$ cat config.mk
export PLATFORM = sky130hd
export DESIGN_NAME = dual_issue_scheduler
export DESIGN_NICKNAME = d
export VERILOG_FILES = /design/src/rtl/dis_pkg.sv /design/src/rtl/dual_issue_scheduler_pair_check.sv /design/src/rtl/dual_issue_scheduler.sv
export SDC_FILE = /design/constraint.sdc
export NUM_CORES = 1
export LEC_CHECK = 0
export ABC_AREA = 1
export CAP_MARGIN = 15
export CORE_ASPECT_RATIO = 0.8
export CORE_MARGIN = 2
export CORE_UTILIZATION = 45
export DETAILED_ROUTE_END_ITERATION = 8
export GPL_TIMING_DRIVEN = 0
export HOLD_SLACK_MARGIN = 0.02
export PLACE_DENSITY = 0.73
export SYNTH_ARGS = -nofsm -noshare
export SYNTH_HDL_FRONTEND = slang
export SYNTH_SLANG_ARGS = --single-unit
$ cat constraint.sdc
create_clock -name clk -period 5.8 [get_ports clk]
set_input_delay 0.87 -clock clk [delete_from_list [all_inputs] [get_ports clk]]
set_output_delay 0.87 -clock clk [all_outputs]
set_load 0.005 [all_outputs]
$ cat src/rtl/dis_pkg.sv
// Shared opcode constants and register-usage decode helpers for the dual-issue scheduler.
package dis_pkg;

  localparam logic [6:0] OP_R      = 7'b0110011;
  localparam logic [6:0] OP_I      = 7'b0010011;
  localparam logic [6:0] OP_LOAD   = 7'b0000011;
  localparam logic [6:0] OP_STORE  = 7'b0100011;
  localparam logic [6:0] OP_BRANCH = 7'b1100011;
  localparam logic [6:0] OP_JAL    = 7'b1101111;
  localparam logic [6:0] OP_JALR   = 7'b1100111;
  localparam logic [6:0] OP_LUI    = 7'b0110111;
  localparam logic [6:0] OP_AUIPC  = 7'b0010111;

  // addi x0,x0,0
  localparam logic [31:0] DIS_NOP = 32'h0000_0013;

  function automatic logic writes_rd(input logic [6:0] op);
    writes_rd = (op == OP_R)    || (op == OP_I)     || (op == OP_LOAD) ||
                (op == OP_LUI)  || (op == OP_AUIPC) || (op == OP_JAL)  ||
                (op == OP_JALR);
  endfunction

  function automatic logic reads_rs1(input logic [6:0] op);
    reads_rs1 = !((op == OP_LUI) || (op == OP_AUIPC) || (op == OP_JAL));
  endfunction

  function automatic logic reads_rs2(input logic [6:0] op);
    reads_rs2 = (op == OP_R) || (op == OP_STORE) || (op == OP_BRANCH);
  endfunction

  function automatic logic is_mem(input logic [6:0] op);
    is_mem = (op == OP_LOAD) || (op == OP_STORE);
  endfunction

  function automatic logic is_ctrl(input logic [6:0] op);
    is_ctrl = (op == OP_BRANCH) || (op == OP_JAL) || (op == OP_JALR);
  endfunction

endpackage

$ cat src/rtl/dual_issue_scheduler_pair_check.sv
// pair_check: decides whether two adjacent program-order instructions may issue together.
module pair_check
  import dis_pkg::*;
(
  input  logic [31:0] a,
  input  logic [31:0] b,
  output logic        pair_ok
);

  logic [6:0] w_op_a;
  logic [6:0] w_op_b;
  logic [4:0] w_rd_a;
  logic [4:0] w_rd_b;
  logic [4:0] w_rs1_b;
  logic [4:0] w_rs2_b;
  logic       w_a_writes;
  logic       w_raw;
  logic       w_waw;
  logic       w_mem;
  logic       w_ctrl;
  logic       w_unused;

  assign w_op_a  = a[6:0];
  assign w_op_b  = b[6:0];
  assign w_rd_a  = a[11:7];
  assign w_rd_b  = b[11:7];
  assign w_rs1_b = b[19:15];
  assign w_rs2_b = b[24:20];

  // x0 is never a real destination, so writes to it create no hazard
  assign w_a_writes = writes_rd(w_op_a) && (w_rd_a != 5'd0);

  assign w_raw  = w_a_writes &&
                  ((reads_rs1(w_op_b) && (w_rs1_b == w_rd_a)) ||
                   (reads_rs2(w_op_b) && (w_rs2_b == w_rd_a)));
  assign w_waw  = w_a_writes && writes_rd(w_op_b) && (w_rd_b == w_rd_a);
  assign w_mem  = is_mem(w_op_a) && is_mem(w_op_b);
  assign w_ctrl = is_ctrl(w_op_a);

  assign pair_ok = !(w_raw || w_waw || w_mem || w_ctrl);

  assign w_unused = ^{a[31:12], b[31:25], b[14:12]};

endmodule

$ cat src/rtl/dual_issue_scheduler.sv
// Circular instruction-pair queue feeding two in-order issue slots.
// Optional DIS_PERF_CNT_EN adds perf_dual / perf_single issue counters.
module dual_issue_scheduler
  import dis_pkg::*;
#(
  parameter int          QDEPTH = 4,
  parameter logic [31:0] NOP    = DIS_NOP
) (
  input  logic        clk,
  input  logic        reset,
  input  logic        fetch_valid,
  input  logic [31:0] fetch_instr1,
  input  logic [31:0] fetch_instr2,
  output logic        fetch_ready,
  input  logic        issue_ready,
  output logic [31:0] issue_instr1,
  output logic [31:0] issue_instr2,
  output logic        issue_valid1,
  output logic        issue_valid2,
  input  logic        flush
`ifdef DIS_PERF_CNT_EN
  ,
  output logic [31:0] perf_dual,
  output logic [31:0] perf_single
`endif
);

  localparam int PW = $clog2(QDEPTH);
  localparam int CW = PW + 1;

  logic [31:0]   r_mem [QDEPTH];
  logic [PW-1:0] r_wr_ptr;
  logic [PW-1:0] r_rd_ptr;
  logic [CW-1:0] r_count;

  logic [PW-1:0] w_wr_ptr_p1;
  logic [PW-1:0] w_rd_ptr_p1;
  logic [31:0]   w_head_a;
  logic [31:0]   w_head_b;
  logic          w_pair_ok;
  logic          w_valid1;
  logic          w_valid2;
  logic          w_push;
  logic [CW-1:0] w_push_n;
  logic [CW-1:0] w_pop_n;

  assign w_wr_ptr_p1 = r_wr_ptr + PW'(1);
  assign w_rd_ptr_p1 = r_rd_ptr + PW'(1);
  assign w_head_a    = r_mem[r_rd_ptr];
  assign w_head_b    = r_mem[w_rd_ptr_p1];

  pair_check u_pair_check (
    .a       (w_head_a),
    .b       (w_head_b),
    .pair_ok (w_pair_ok)
  );

  // Space is judged on the current count only; a same-cycle pop does not help
  assign fetch_ready = (CW'(QDEPTH) - r_count) >= CW'(2);
  assign w_push      = fetch_valid && fetch_ready;
  assign w_push_n    = w_push ? CW'(2) : '0;

  assign w_valid1 = (r_count != '0);
  assign w_valid2 = (r_count >= CW'(2)) && w_pair_ok;
  assign w_pop_n  = issue_ready ? (CW'(w_valid1) + CW'(w_valid2)) : '0;

  assign issue_valid1 = w_valid1;
  assign issue_valid2 = w_valid2;
  assign issue_instr1 = w_valid1 ? w_head_a : NOP;
  assign issue_instr2 = w_valid2 ? w_head_b : NOP;

  always_ff @(posedge clk) begin
    if (w_push && !flush) begin
      r_mem[r_wr_ptr]    <= fetch_instr1;
      r_mem[w_wr_ptr_p1] <= fetch_instr2;
    end
  end

  always_ff @(posedge clk or posedge reset) begin
    if (reset) begin
      r_wr_ptr <= '0;
      r_rd_ptr <= '0;
      r_count  <= '0;
    end else if (flush) begin
      r_wr_ptr <= '0;
      r_rd_ptr <= '0;
      r_count  <= '0;
    end else begin
      if (w_push) begin
        r_wr_ptr <= r_wr_ptr + PW'(2);
      end
      r_rd_ptr <= r_rd_ptr + w_pop_n[PW-1:0];
      r_count  <= r_count + w_push_n - w_pop_n;
    end
  end

`ifdef DIS_PERF_CNT_EN
  logic [31:0] r_perf_dual;
  logic [31:0] r_perf_single;

  // A flushed cycle's pop is discarded, so it is not counted as an issue
  always_ff @(posedge clk or posedge reset) begin
    if (reset) begin
      r_perf_dual   <= '0;
      r_perf_single <= '0;
    end else if (issue_ready && !flush) begin
      if (w_valid2) begin
        r_perf_dual <= r_perf_dual + 32'd1;
      end else if (w_valid1) begin
        r_perf_single <= r_perf_single + 32'd1;
      end
    end
  end

  assign perf_dual   = r_perf_dual;
  assign perf_single = r_perf_single;
`endif

endmodule

==> run_results.csv <==
group,metric,value,unit
status,outcome,"completed",
sta,finalHoldViolations,0,
setup_path,required,4930,ps
setup_path,path_max_fanout,10,
sta,slew_headroom,41.8,%
route,vias_per_cell,5.50,
synth,synth_fp_nets,1162,
setup_path,critical_path_arrival,3710,ps
final_layout,flow.area_growth_from_synthesis,28.7,%
grt,use_met2,43.5,%
route,routedWlPerCell,18.6,um
final_layout,multi_input_gate_area,0.00321,sq mm
floorplanning,fp.dieH,125,um
grt,globalRouteMet3Util,6.30,%
synth,synth_seq_area_share,48.9,%
floorplanning,floorplan.die.width,155,um
power_and_ir_drop,netSwitchingFraction,42.9,%
place,port_buffers,134,
power_and_ir_drop,leakage_power,4.54,nW
sta,worst_slew_pin_slew,869,ps
synth,synth_ff_type,"sky130_fd_sc_hd__edfxtp_1",
synth,asyncSetResetFlopFracSynth,4.48,%
final_layout,fill_cells,1597,
setup_path,timing.critical_path.mode_cell,"sky130_fd_sc_hd__clkbuf_1",
floorplanning,fp.coreArea,0.0179,sq mm
min_path,min-delay-path-class,"in2async",
synth,synth.top_cells.by_count,"328 x sky130_fd_sc_hd__nand2_1, 128 x sky130_fd_sc_hd__edfxtp_1, 124 x sky130_fd_sc_hd__o21ai_0, 117 x sky130_fd_sc_hd__inv_1, 114 x sky130_fd_sc_hd__nor2_1",
synth,synth.cell_area,0.00817,sq mm
power_and_ir_drop,internal_power,3.12,mW
job,maxCapViolations,0,
clock_tree,clock-sinks,134,
floorplanning,floorplan.initialDensity,45.5,%
final_layout,drive_gt1_share,5.72,%
sta,finalCritPeriodShare,79.0,%
synth,synth_area_leader_cell,"sky130_fd_sc_hd__edfxtp_1",
synth,synthesis.yosys.warnings,0,
power_and_ir_drop,share_of_power_burned_in_combinational_logic,56.9,%
clock_tree,clk_latency,430,ps
grt,wire_length_of_the_first_global_routing_pass,41.6,mm
clock_tree,maximum_clock_insertion_buffer_count,2,
power_and_ir_drop,seq_power_share,24.1,%
floorplanning,io_pins,136,
floorplanning,floorplan.rows,44,
floorplanning,die_area,0.0193,sq mm
grt,grt_start_max_net_pins,24,
grt,grt_remaining_overflow,0,
clock_tree,cts_made_buffers,17,
final_layout,finish.utilization,58.6,%
setup_path,crit_path_max_incr_delay,600,ps
sta,finalCriticalPeriod,4580,ps
clock_tree,cts_root_buffer,"sky130_fd_sc_hd__clkbuf_16",
power_and_ir_drop,switching_power,2.35,mW
route,drt_wl_total,27.8,mm
clock_tree,post-cts-setup-buffers,0,
grt,grt_most_used_layer,"met2",
synth,postSynthRegisterBits,134,
synth,synth_top_area_share,47.0,%
route,drt_pre_antenna_iters,7,
sta,drv_slew,0,
final_layout,antenna_cells,0,
route,total_number_of_vias,8195,
power_and_ir_drop,vdd.ir_drop.worst,0.247,mV
sta,worst_slack_setup_final,1220,ps
grt,global_route.usage.total,28.9,%
final_layout,instances_no_fill,1489,
setup_path,setup.worst_path.start_class,"flop",
synth,synthesis.instances,1085,
route,drc_errors,0,
final_layout,final_net_count,1324,
sta,skew,11.8,ps
synth,post_synth_num_cell_types,32,
setup_path,worstPathCellList,"buf_4, clkbuf_1, clkbuf_1, clkbuf_1, o211ai_1, a21oi_1, clkdlybuf4s50_1",
synth,post_synth.cell_area_avg,7.53,sq um
place,dp.final_hpwl,20.1,mm
grt,grt_pass1_vias,7736,
grt,global_route.usage.met1,40.5,%
place,placed_cell_area,0.00996,sq mm
setup_path,cp-end-kind,"output port",
power_and_ir_drop,pwr_density_cell,520,mW/mm^2
synth,synth_most_common_cell,"sky130_fd_sc_hd__nand2_1",
synth,synth-edff-count,128,
route,drt.antenna.violating_nets,0,
clock_tree,tritoncts,"built",
setup_path,cp_slowest_cell,"sky130_fd_sc_hd__clkbuf_1",
final_layout,final_cell_area,0.0105,sq mm
clock_tree,hold_buffers,0,
place,pre_cts_slack,1800,ps
sta,fmax,218,MHz
place,place_congestion,0.976,
clock_tree,h-tree-depth,4,
place,dp_cells,1458,
clock_tree,worst_setup_hold_path_clk_slew,60,ps
sta,setup_viol,0,
route,detail_route.iter0.violations,1191,
power_and_ir_drop,p_clk_share,19.0,%
synth,synth.top_cells.by_area,"sky130_fd_sc_hd__edfxtp_1 47%, sky130_fd_sc_hd__nand2_1 15%, sky130_fd_sc_hd__o21ai_0 7.6%",
clock_tree,cts_resized,0,
grt,antenna_found_initial,0,
final_layout,seqCellArea,0.00399,sq mm
setup_path,setup.worst_path.class,"reg2out",
power_and_ir_drop,design_power_total,5.47,mW
sta,rsz0062_at_grt,"false",
==> final timing paths <==
check                                    to  cells past startpoint  slack [ps]   startpoint
setup reg to reg                 r_count[2]                     19        1910  r_rd_ptr[0]
setup / recovery           issue_instr1[15]                      7        1220  r_rd_ptr[1]
max in group asynchronous        r_count[1]                      2        4930        reset
hold / removal                  r_wr_ptr[1]                      2         670        reset
min in group clk                 r_count[2]                      3         670   r_count[2]
hold reg to reg                  r_count[2]                      3         670   r_count[2]
==> state kept, by name (all words and copies together), names as in the netlist <==
register / cells
r_wr_ptr: 1
r_rd_ptr: 2
r_count: 3
r_mem: 128
==> logic make-up (layout without fill, tap and decap cells) <==
group                    Yosys count  in the layout  synth area share [%]
AO/OA/AOI/OAI                    208            208                  13.6
XOR/XNOR                           8              8                 0.857
adder cells (fa/ha/maj)            8              8                  1.32
buffers and inverters            243            417                  12.2
flip-flops                       134            134                  48.9
AND/OR/NAND/NOR                  484            484                  23.2
==> per-layer routing <==
metal  vias to the layer above  wire length (um)
met3                        75              3580
met4                         0               890
li1                       3786                 -
met1                      3718             11400
met2                       616             11900
met5                         -                 0
==> layout make-up <==
class                      count  area share [%]
inverter                     121            4.34
buffer                       122            5.13
tap                          230            2.74
clock inverter                13            1.26
timing repair buffer         143            14.0
sequential                   134            38.0
clock buffer                  18            4.08
multi-input combinational    708            30.5
==> layout by cell type, fill, tap and decap left out, drive strengths merged, types with 3 or more instances in the layout <==
| cell type | count |
|---|---|
| nand2 | 331 |
| clkdlybuf4s50 | 134 |
| edfxtp | 128 |
| o21ai | 126 |
| inv | 123 |
| nor2 | 115 |
| clkbuf | 114 |
| a21oi | 55 |
| buf | 35 |
| nand3 | 28 |
| o211ai | 13 |
| o22ai | 7 |
| ha | 7 |
| clkinv | 7 |
| xor2 | 6 |
| dfrtp | 6 |
| nor3 | 5 |
| nand3b | 3 |
==> critical path: cells and delay by family, from the launching register on <==
kind,cells,cell delay (ps)
buffers and inverters,5,2470
AO/OA/AOI/OAI,2,470
flip-flops,1,340
==> stage by stage <==
step / setup TNS [ps] / hold slack, ps
finish: 0 / 669
global route: 0 / 717
CTS: 0 / 671
detailed placement: 0 / 667
global placement: -77920 / 633
floorplan: 0 / 612
==> power by group through the flow <==
stage	combinational, mW	clock, mW	sequential (mW)
3_3_place_gp	2.94	0	1.35
6_report	3.11	1.04	1.32
4_1_cts	3.05	1.04	1.31
3_5_place_dp	3.03	0	1.33
5_1_grt	3.36	1.07	1.33
2_1_floorplan	1.61	0	1.32
Power figures use the tool's default switching activity.
